## config.mk

```make
export PLATFORM = sky130hd
export DESIGN_NAME = multicycle_sequencer
export DESIGN_NICKNAME = d
export VERILOG_FILES = /design/src/rtl/cpu_pkg.sv /design/src/rtl/mem_wait_timer.sv /design/src/rtl/multicycle_sequencer.sv
export SDC_FILE = /design/constraint.sdc
export NUM_CORES = 1
export LEC_CHECK = 0
export CORE_MARGIN = 4
export CORE_UTILIZATION = 53
export DETAILED_ROUTE_END_ITERATION = 6
export PLACE_DENSITY = 0.87
export REMOVE_ABC_BUFFERS = 1
export SYNTH_ARGS = -nofsm -noshare
export SYNTH_HDL_FRONTEND = slang
export SYNTH_SLANG_ARGS = --single-unit
export TNS_END_PERCENT = 5
```

## constraint.sdc

```tcl
create_clock -name clk -period 3.12 [get_ports clk]
set_input_delay 0.624 -clock clk [delete_from_list [all_inputs] [get_ports clk]]
set_output_delay 0.624 -clock clk [all_outputs]
set_load 0.05 [all_outputs]
```

## src/rtl/cpu_pkg.sv

```systemverilog
// Shared RV32I control definitions: base opcodes and the multi-cycle sequencer state encoding.
package cpu_pkg;

    localparam logic [6:0] OP_R    = 7'b0110011;
    localparam logic [6:0] OP_I    = 7'b0010011;
    localparam logic [6:0] OP_LOAD = 7'b0000011;
    localparam logic [6:0] OP_S    = 7'b0100011;
    localparam logic [6:0] OP_B    = 7'b1100011;
    localparam logic [6:0] OP_LUI  = 7'b0110111;
    localparam logic [6:0] OP_JAL  = 7'b1101111;

    // Encodings are visible on the debug port, so they are pinned explicitly.
    typedef enum logic [2:0] {
        ST_FETCH     = 3'd0,
        ST_DECODE    = 3'd1,
        ST_EXECUTE   = 3'd2,
        ST_MEMORY    = 3'd3,
        ST_WRITEBACK = 3'd4,
        ST_TRAP      = 3'd7
    } seq_state_t;

    function automatic logic is_legal_op(input logic [6:0] op);
        logic legal;
        case (op)
            OP_R, OP_I, OP_LOAD, OP_S, OP_B, OP_LUI, OP_JAL: legal = 1'b1;
            default:                                        legal = 1'b0;
        endcase
        return legal;
    endfunction

    function automatic logic is_mem_op(input logic [6:0] op);
        return (op == OP_LOAD) || (op == OP_S);
    endfunction

endpackage

```

## src/rtl/mem_wait_timer.sv

```systemverilog
// Counts consecutive stalled memory cycles and flags the cycle on which the stall limit is reached.
module mem_wait_timer #(
    parameter int MEM_TIMEOUT = 15
) (
    input  logic clk,
    input  logic rst_n,
    input  logic count_en,
    output logic limit_hit
);

    localparam int CW = (MEM_TIMEOUT < 2) ? 1 : $clog2(MEM_TIMEOUT);

    logic [CW-1:0] count;

    // The MEM_TIMEOUT-th consecutive stalled cycle is the last one tolerated.
    assign limit_hit = count_en && (count == CW'(MEM_TIMEOUT - 1));

    // Any non-stalled cycle ends a wait sequence; every state change out of a
    // memory phase is either a ready cycle or the limit itself.
    always_ff @(posedge clk or negedge rst_n) begin
        if (!rst_n) begin
            count <= '0;
        end else if (!count_en || limit_hit) begin
            count <= '0;
        end else begin
            count <= count + CW'(1);
        end
    end

endmodule

```

## src/rtl/multicycle_sequencer.sv

```systemverilog
// Multi-cycle control FSM for the RV32I core: phase sequencing, strobe decode, trap and retire count.
//
// state      | meaning
// FETCH      | read instruction at PC, load IR on mem_ready
// DECODE     | check opcode legality
// EXECUTE    | ALU cycle; branches resolve and retire here
// MEMORY     | load/store data access, held until mem_ready
// WRITEBACK  | register-file write and PC update, retire
// TRAP       | halted until reset
module multicycle_sequencer
    import cpu_pkg::*;
#(
    parameter int CNT_W       = 32,
    parameter int MEM_TIMEOUT = 15
) (
    input  logic             clk,
    input  logic             rst_n,
    input  logic [6:0]       opcode,
    input  logic             branch_taken,
    input  logic             mem_ready,
    output logic             mem_req,
    output logic             mem_we,
    output logic             mem_is_fetch,
    output logic             ir_load,
    output logic             pc_write,
    output logic             pc_target_sel,
    output logic             rf_write,
    output logic             trap,
    output logic [2:0]       state,
    output logic [CNT_W-1:0] retired_count
);

    seq_state_t cur_state;
    logic       wait_cycle;
    logic       wait_limit;

    assign wait_cycle = mem_req && !mem_ready;
    assign state      = cur_state;

    mem_wait_timer #(
        .MEM_TIMEOUT (MEM_TIMEOUT)
    ) u_wait_timer (
        .clk       (clk),
        .rst_n     (rst_n),
        .count_en  (wait_cycle),
        .limit_hit (wait_limit)
    );

    always_ff @(posedge clk or negedge rst_n) begin
        if (!rst_n) begin
            cur_state     <= ST_FETCH;
            retired_count <= '0;
        end else begin
            case (cur_state)
                ST_FETCH: begin
                    if (mem_ready) begin
                        cur_state <= ST_DECODE;
                    end else if (wait_limit) begin
                        cur_state <= ST_TRAP;
                    end
                end
                ST_DECODE: begin
                    cur_state <= is_legal_op(opcode) ? ST_EXECUTE : ST_TRAP;
                end
                ST_EXECUTE: begin
                    if (is_mem_op(opcode)) begin
                        cur_state <= ST_MEMORY;
                    end else if (opcode == OP_B) begin
                        cur_state     <= ST_FETCH;
                        retired_count <= retired_count + CNT_W'(1);
                    end else if (is_legal_op(opcode)) begin
                        cur_state <= ST_WRITEBACK;
                    end else begin
                        cur_state <= ST_TRAP;
                    end
                end
                ST_MEMORY: begin
                    if (mem_ready) begin
                        if (opcode == OP_S) begin
                            cur_state     <= ST_FETCH;
                            retired_count <= retired_count + CNT_W'(1);
                        end else begin
                            cur_state <= ST_WRITEBACK;
                        end
                    end else if (wait_limit) begin
                        cur_state <= ST_TRAP;
                    end
                end
                ST_WRITEBACK: begin
                    cur_state     <= ST_FETCH;
                    retired_count <= retired_count + CNT_W'(1);
                end
                ST_TRAP: begin
                    cur_state <= ST_TRAP;
                end
                default: begin
                    cur_state <= ST_TRAP;
                end
            endcase
        end
    end

    // Strobes follow the registered state directly and are forced low while reset is held.
    always_comb begin
        mem_req       = 1'b0;
        mem_we        = 1'b0;
        mem_is_fetch  = 1'b0;
        ir_load       = 1'b0;
        pc_write      = 1'b0;
        pc_target_sel = 1'b0;
        rf_write      = 1'b0;
        trap          = 1'b0;
        if (rst_n) begin
            case (cur_state)
                ST_FETCH: begin
                    mem_req      = 1'b1;
                    mem_is_fetch = 1'b1;
                    ir_load      = mem_ready;
                end
                ST_EXECUTE: begin
                    if (opcode == OP_B) begin
                        pc_write      = 1'b1;
                        pc_target_sel = branch_taken;
                    end
                end
                ST_MEMORY: begin
                    mem_req  = 1'b1;
                    mem_we   = (opcode == OP_S);
                    pc_write = mem_ready && (opcode == OP_S);
                end
                ST_WRITEBACK: begin
                    rf_write      = 1'b1;
                    pc_write      = 1'b1;
                    pc_target_sel = (opcode == OP_JAL);
                end
                ST_TRAP: begin
                    trap = 1'b1;
                end
                default: begin
                end
            endcase
        end
    end

endmodule

```

==> results.md <==
- DRT Wirelength: approximately 4900 um
- Synth Instances: 206
- Relative slew slack: 0.654
- Fillers: about 250
- Drt pass-1 iters: 4
- I/O pin count: 54
- Outcome: finished, final reports clean
- Die height: approximately 70 um
- # setup viols final: 0
- Crit. End Element: primary output
- Clock sink count: 39
- Commonest non-fill, non-tap cells in the layout: clkdlybuf4s50_1, dfrtp_1, xnor2_1
- CTS H-Tree Depth: 2
- VDD IR max: slightly below 0.0003 V
- Routed len/inst: 15.6 um
- F_max: between 300 and 400 MHz
- Worst slack at placement: 0.314 ns
- RR Endpoint: retired_count[5]$_DFFE_PN0P_
- Post-CTS setup buffers: 0
- Gr usage total: 0.206
- CTS resizes: 0
- Ys async rst share: 1.00
- Post-cts hold buffer count: 0
- Worst-Margin Slew: about 0.52 ns
- Leak: 1.27 nW
- CP startpoint kind: input pin
- Post-synthesis cell area: between 2000 and 2500 um^2
- Worst skew pair latency: just under 0.3 ns
- Initial antenna violation count: 0
- Clk slew on worst S/H paths: ~0.070 ns
- Arrival @ worst endpoint: ~2.2 ns
- Vias in the first global route: between 1500 and 2000
- Initial Util: 0.562
- Tcrit/Tclk final: 0.906
- RSZ-0062 raised after global routing: no
- Hold WS: about 0.19 ns
- Final instance area: between 2000 and 3000 um^2
- Setup Skew: 0.00646 ns
- Die X: 71.2 um
- YS warnings: 0
- Post-route minimum period: 2.83 ns
- Min-Delay Path Class: input pin to async pin
- Antenna Violating Nets Remaining: 0
- First-pass GRT wire length: 8420 um
- Power, Total: 0.000984 W
- Final worst setup slack: 0.294 ns
- Main synth FF type: dfrtp_1
- Reg-to-reg slack, setup: approximately 1.2 ns
- Maximum root-to-sink buffer count: 2
- # Max-Cap Violations: 0
- Number of vias per cell: 5.84
- Netlist cell types: 43
- # diodes: 0
- Crit path kind: input pin to primary output
- Number of port buffers: 53
- Path depth of the worst reg2reg path: 6
- Worst r2r src: state[1]$_DFF_PN0_
- Hpwl dp: 3570 um
- FP Rows: 22
- Root Buffer: clkbuf_8
- Final #Nets: between 200 and 300
- PwrDens: about 340 nW/um^2
- Synthesized flop and latch total: 39
- Critical path fanouts, max: 7
- Core ar.: around 3800 um^2
- DRC violation total after the first TritonRoute iteration: approximately 190
- EDFF count, synth: 0
- Slew Viols, Final: 0
- DR DRC count: 0
- Placed Area: roughly 2800 um^2
- GPL Wtd Cong: 0.861
- Fraction of layout instances using a drive strength above 1: 0.120
- Via count: 1835
- Syn avg cell area: a little over 10 um^2
- Commonest non-fill, non-tap cell in the layout: clkdlybuf4s50_1
- Final hold viol count: 0
- Synthesis-to-layout area growth: 37.1%
- Sequential area share after synthesis: 0.460
- Critical path required time: 2.50 ns
- Total gr overflow: 0
- Cts bufs inserted: 5
- Die area: 5080 um^2
- Largest net degree at the start of global routing: 35
- CTS tree: done
-- kinds of logic (layout without fill, tap and decap cells) --
family          after synthesis  after routing  share of synthesized area
buf+inv                      10             70                     0.0201
simple gates                102            102                      0.272
xor+xnor                     34             34                      0.140
flops                        39             39                      0.460
compound gates               18             18                     0.0891
fa+ha+maj                     3              3                     0.0177
-- layer usage --
layer	vias to the layer above	GRT usage	part of all wire
met5	-	0	0
met4	0	0.0480	0.0090
met3	8	0.0561	0.049
met2	59	0.320	0.49
met1	916	0.289	0.45
li1	852	-	-
-- worst max-delay path by stage --
stage	cells after the start	from	slack [ns]	to
global placement	6	opcode[3]	0.34	pc_target_sel
floorplan	3	state[1]$_DFF_PN0_	-0.15	pc_target_sel
detailed placement	6	opcode[6]	0.31	pc_write
global route	6	opcode[6]	0.25	pc_write
CTS	6	opcode[6]	0.31	pc_write
finish	6	opcode[6]	0.29	pc_write
-- sequential cells by signal, summed over array words and instances, names as in the netlist --
| register | flops |
|---|---|
| retired_count | 32 |
| state | 3 |
| u_wait_timer.count | 4 |
-- cell usage after synthesis (2+ instances only) --
library cell  number  area share
a31oi_1            2      0.0059
nor3_1            12       0.028
dfrtp_1           39        0.46
o31ai_1            2      0.0071
nand3_1           12       0.028
a21oi_1            3      0.0071
nand4_1            8       0.024
inv_1              6       0.011
nor4_1             3      0.0089
and3_1             7       0.021
xnor2_1           21       0.087
o2111ai_4          2       0.025
o311ai_0           2      0.0083
and2_1             2      0.0059
xor2_1            13       0.054
and4_1             4       0.017
ha_1               3       0.018
nand2_1           19       0.034
nand2b_1           2      0.0059
nor2_1            20       0.035
clkbuf_1           2      0.0035
-- power by group --
part           internal [W]  total [W]  switching, W  leakage [nW]
Sequential         0.000505   0.000505  0.0000000151         0.509
Combinational     0.0000197  0.0000467     0.0000270         0.695
Clock              0.000259   0.000432      0.000173        0.0612
-- critical path, stage by stage --
cell and delay (ns):
clkdlybuf4s50_1 0.59, and2b_1 0.24, o2111a_2 0.29, nor2_1 0.07, nor2_1 0.21, buf_12 0.17
-- through the flow --
stage / TNS [ns] / cells / utilization
2_1_floorplan: -0.205 / 202 / -
3_5_place_dp: 0 / 306 / 0.739
3_3_place_gp: 0 / 306 / 0.739
6_report: 0 / 314 / 0.770
4_1_cts: 0 / 314 / 0.770
5_1_grt: 0 / 314 / 0.770
-- area by class of cell --
class                           instances  area (um^2)  share of cell area
Inverter                                6         22.5             0.00775
Clock buffer                            6         82.6              0.0284
Tap cell                               48         60.1              0.0207
Timing Repair Buffer                   56          628               0.216
Clock inverter                          2         35.0              0.0121
Multi-Input combinational cell        157         1100               0.379
Sequential cell                        39          976               0.336
No activity file was read; power rests on OpenSTA's default activity.
==> RTL edit 1 (same settings) <==
Register the output `retired_count` once more, with the module's reset; this adds one clock of latency there. The other outputs are not delayed to match.
--- a/src/rtl/multicycle_sequencer.sv
+++ b/src/rtl/multicycle_sequencer.sv
@@ -30,6 +30,8 @@
     output logic [CNT_W-1:0] retired_count
 );
 
+    logic [CNT_W-1:0] retired_count_s0;
+
     seq_state_t cur_state;
     logic       wait_cycle;
     logic       wait_limit;
@@ -49,7 +51,7 @@
     always_ff @(posedge clk or negedge rst_n) begin
         if (!rst_n) begin
             cur_state     <= ST_FETCH;
-            retired_count <= '0;
+            retired_count_s0 <= '0;
         end else begin
             case (cur_state)
                 ST_FETCH: begin
@@ -67,7 +69,7 @@
                         cur_state <= ST_MEMORY;
                     end else if (opcode == OP_B) begin
                         cur_state     <= ST_FETCH;
-                        retired_count <= retired_count + CNT_W'(1);
+                        retired_count_s0 <= retired_count_s0 + CNT_W'(1);
                     end else if (is_legal_op(opcode)) begin
                         cur_state <= ST_WRITEBACK;
                     end else begin
@@ -78,7 +80,7 @@
                     if (mem_ready) begin
                         if (opcode == OP_S) begin
                             cur_state     <= ST_FETCH;
-                            retired_count <= retired_count + CNT_W'(1);
+                            retired_count_s0 <= retired_count_s0 + CNT_W'(1);
                         end else begin
                             cur_state <= ST_WRITEBACK;
                         end
@@ -88,7 +90,7 @@
                 end
                 ST_WRITEBACK: begin
                     cur_state     <= ST_FETCH;
-                    retired_count <= retired_count + CNT_W'(1);
+                    retired_count_s0 <= retired_count_s0 + CNT_W'(1);
                 end
                 ST_TRAP: begin
                     cur_state <= ST_TRAP;
@@ -142,5 +144,13 @@
         end
     end
 
+    always_ff @(posedge clk or negedge rst_n) begin
+        if (!rst_n) begin
+            retired_count <= '0;
+        end else begin
+            retired_count <= retired_count_s0;
+        end
+    end
+
 endmodule
 
Function: changed (a bounded check fails within 4 cycles, from zero or initial values and one cycle with rst_n low).
==> RTL edit 1 against the unedited design <==
- clock skew increased by 0.58 ps
- cell area increased by 33%
- first-iteration DRC count decreased by 36%
- power increased by 110%
- clock power increased by 70%
- worst setup slack got worse by 140 ps
- sequential cell count increased by 32
- maximum frequency decreased by 4.6%
- wire length increased by 24%
- area after synthesis increased by 39%
==> RTL edit 1: results <==
group,metric,value,unit
cts,cts_made_buffers,9,
run_status,status,"finished clean",
global_route,grtUsageTotal,20.4,%
layout,non_clock_buffer_count,59,
cts,htree_levels,3,
drt,routed_wl,6080,µm
synthesis,muxShareOfSynthArea,0.383,%
pwr,ir_worst_vdd,0.390,mV
pwr,powerComb,0.334,mW
drt,wl_met2,3030,µm
pwr,p_clk,0.736,mW
drt,dr_total_vias,2134,
global_route,met1_usage,25.4,%
cts,insertion_delay,340,ps
global_route,met2_usage,32.7,%
drt,vias_per_cell,5.50,
synthesis,synth_adder_area_share,1.28,%
layout,num-multi-input-gates,167,
layout,n_sequential_cell,71,
pwr,power.leakage,1.64,nW
drt,wl_met3,410,µm
layout,nNonClkInverters,5,
layout,seq_area,1780,µm²
timing,tightest_slew,791,ps
place,routabilityCongestion,0.909,
synthesis,netlist_instances,250,
worst_setup_path,crit_path_start,"opcode[2]",
layout,nClkBuffers,10,
global_route,grt_util_met3,5.97,%
pwr,power_density,530,nW/µm²
drt,m1WireLength,2510,µm
synthesis,ys_seq_area_share,60.4,%
worst_setup_path,ff2ff_setup_slack,870,ps
worst_setup_path,cp_top_family,"simple AND/OR/NAND/NOR gates",
global_route,grt_max_degree,69,
worst_setup_path,regToRegStartpoint,"state[0]$_DFF_PN0_",
layout,fin_nets,327,
layout,clkCellAreaFrac,5.35,%
drt,initialDrtViolationCount,120,
## RTL edit 1: cell count changes in the layout (fill, tap and decap cells not counted), moves of 3 or more
cell / delta
buf_4: +3
dfrtp_1: +32
clkbuf_8: +4
nor2_1: -6
nand2b_1: +3
nand2_1: +4
nor3_1: -3
o21ai_0: +4
nor4_1: +3
a21oi_1: +4
## RTL edit 1: stage by stage
stage	instance area, µm²	hold slack [ps]	setup WS [ps]
after floorplan	2910	328	234
after global placement	3650	359	242
after detailed placement	3650	363	199
after CTS	3860	120	173
after global routing	3860	131	35.6
final	3860	135	159
## RTL edit 1: kinds of logic after synthesis
group                    count (synthesis)
AO/OA/AOI/OAI                           28
XOR/XNOR                                34
adder cells (fa/ha/maj)                  3
buffers and inverters                   12
flip-flops                              71
multiplexers                             1
AND/OR/NAND/NOR                        101
## RTL edit 1: worst reg2reg max path, stage by stage, from the launching register on
cell      delay, ps
dfrtp_1         520
nand2b_1        250
a2111o_1        540
a211oi_4        490
nand4_1         180
xnor2_1         150
==> RTL edit 2 (config.mk and constraints unchanged) <==
Made on the original files. `CNT_W`: 32 -> 64.
--- a/src/rtl/multicycle_sequencer.sv
+++ b/src/rtl/multicycle_sequencer.sv
@@ -10,7 +10,7 @@
 module multicycle_sequencer
     import cpu_pkg::*;
 #(
-    parameter int CNT_W       = 32,
+    parameter int CNT_W       = 64,
     parameter int MEM_TIMEOUT = 15
 ) (
     input  logic             clk,
Interface: changed (resized retired_count); port bits go from 54 to 86. No check against the original RTL was run, so the function may have changed too.
==> RTL edit 2 against the unedited design <==
- sequential cell count grew 32
- global-route usage is 1.2 points higher
- register-to-register slack got worse by 430 ps
- cell count is 75% higher
- power increased by 89%
- worst setup slack improved by 22 ps
- area after synthesis up 78%
- wire length increased by 77%
- worst hold slack got worse by 67 ps
- count of clock-buffer cells in the layout rose by 7
- cell area is 71% higher
==> RTL edit 2: results <==
group,metric,value,unit
run_status,status,"finished clean",
cts,cts_made_buffers,9,
cts,root_buffer,"clkbuf_8",
worst_setup_path,slowest_delay,480,ps
drt,first_pass_iters,4,
synthesis,yosysWarnings,0,
layout,drive_gt1_share,12.8,%
global_route,met2_usage,33.5,%
place,port_buffers,85,
synthesis,ys_seq_area_share,47.2,%
place,dpl_worst_slack,314,ps
cts,cts_hold_buffers,0,
synthesis,syn_avg_cell_area,10.6,µm²
cts,insertion_delay,340,ps
synthesis,async_reset_ff_share,100,%
timing,fin_skew,7.10,ps
synthesis,synth_most_common_cell,"dfrtp_1",
worst_setup_path,critical-path-slowest-cell,"clkdlybuf4s50_1",
layout,stdcell_count,548,
drt,dr_total_vias,3009,
synthesis,synth_edf_count,0,
synthesis,synthTopCellsByCount,"dfrtp_1, xor2_1, nor2_1, nand2_1, nand3_1",
global_route,grt_pass1_vias,3049,
run,cap_violations,0,
cts,clkSlewWorstSetupHoldPaths,70,ps
synthesis,yosys-top-cells-area,"dfrtp_1, xor2_1, xnor2_1",
cts,post_cts_buffers,0,
worst_setup_path,regToRegStartpoint,"retired_count[0]$_DFFE_PN0P_",
layout,regMostFlops,"retired_count",
place,routabilityCongestion,0.842,
worst_setup_path,cp_max_fo,5,
cts,post_cts_resized,0,
place,place_hpwl,6390,µm
synthesis,synth_cell_types,51,
layout,fin_nets,461,
worst_setup_path,crit_path_start,"opcode[3]",
worst_setup_path,critPathArrivalTime,2180,ps
global_route,grt_util_met3,5.25,%
hold_path,hp-class,"primary input to asynchronous set/reset pin",
pwr,ir_worst_vdd,0.261,mV
global_route,grtUsageTotal,21.8,%
global_route,grt_max_degree,65,
layout,diodes,0,
layout,largest_register_ffs,64,
global_route,antenna_found_initial,0,
cts,htree_levels,3,
drt,initialDrtViolationCount,147,
drt,wl_per_cell,15.8,µm
place,dpl.cell_count,532,
global_route,grt_pass1_wl,14900,µm
pwr,power.leakage,2.26,nW
timing,tightest_slew,790,ps
cts,cts_buffer_depth,2,
global_route,met1_usage,30.0,%
-- RTL edit 2: cell types whose count changed after synthesis, moves of 10 or more --
cell	before	now
xor2_1	13	44
nor2_1	20	31
nand3_1	12	24
nand2_1	19	29
dfrtp_1	39	71
-- RTL edit 2: stage by stage --
stage	utilization [%]	area, µm²
after global placement	70.0	4780
after detailed placement	70.0	4780
after global routing	72.6	4960
after CTS	72.6	4960
final	72.6	4960
after floorplan	-	3710
-- RTL edit 2: logic make-up after synthesis --
group | Yosys count | share of synthesized area, %
compound gates | 22 | 5.48
fa+ha+maj | 3 | 0.997
simple gates | 175 | 28.7
xor+xnor | 65 | 15.1
flops | 71 | 47.2
buf+inv | 18 | 2.49
-- RTL edit 2: per-layer routing --
| layer | share of wire [%] | wire length, µm |
|---|---|---|
| met4 | 1.5 | 129 |
| met1 | 45 | 3900 |
| met2 | 49 | 4260 |
| met5 | 0 | 0 |
| met3 | 4.5 | 388 |
-- RTL edit 2: area by class of cell --
| class | count | area (µm²) |
|---|---|---|
| multi-input cells | 265 | 1890 |
| fillers | 500 | 1870 |
| flip-flops and latches | 71 | 1780 |
| well taps | 96 | 120 |
| inverters | 10 | 37.5 |
| clock inverters | 3 | 17.5 |
| repair buffers | 90 | 953 |
| clock buffers | 13 | 159 |
-- RTL edit 2: critical path: cells and delay by family --
family	cells	cell delay [ps]
buffers and inverters	2	670
AND/OR/NAND/NOR	4	880
-- RTL edit 2: path summary, 6_finish.rpt --
kind,slack (ps),to,cells after the start
max,320,mem_we,6
min,120,retired_count[4]$_DFFE_PN0P_,1
max reg2reg,770,retired_count[44]$_DFFE_PN0P_,7
min reg2reg,470,retired_count[63]$_DFFE_PN0P_,1
max in group asynchronous,1980,retired_count[50]$_DFFE_PN0P_,2
min in group clk,470,retired_count[63]$_DFFE_PN0P_,1
-- RTL edit 2: report_power, final --
part	switching [mW]	leakage, nW	internal, mW
Combinational	0.137	1.23	0.0890
Clock	0.337	0.0894	0.330
Sequential	0.0292	0.946	0.932
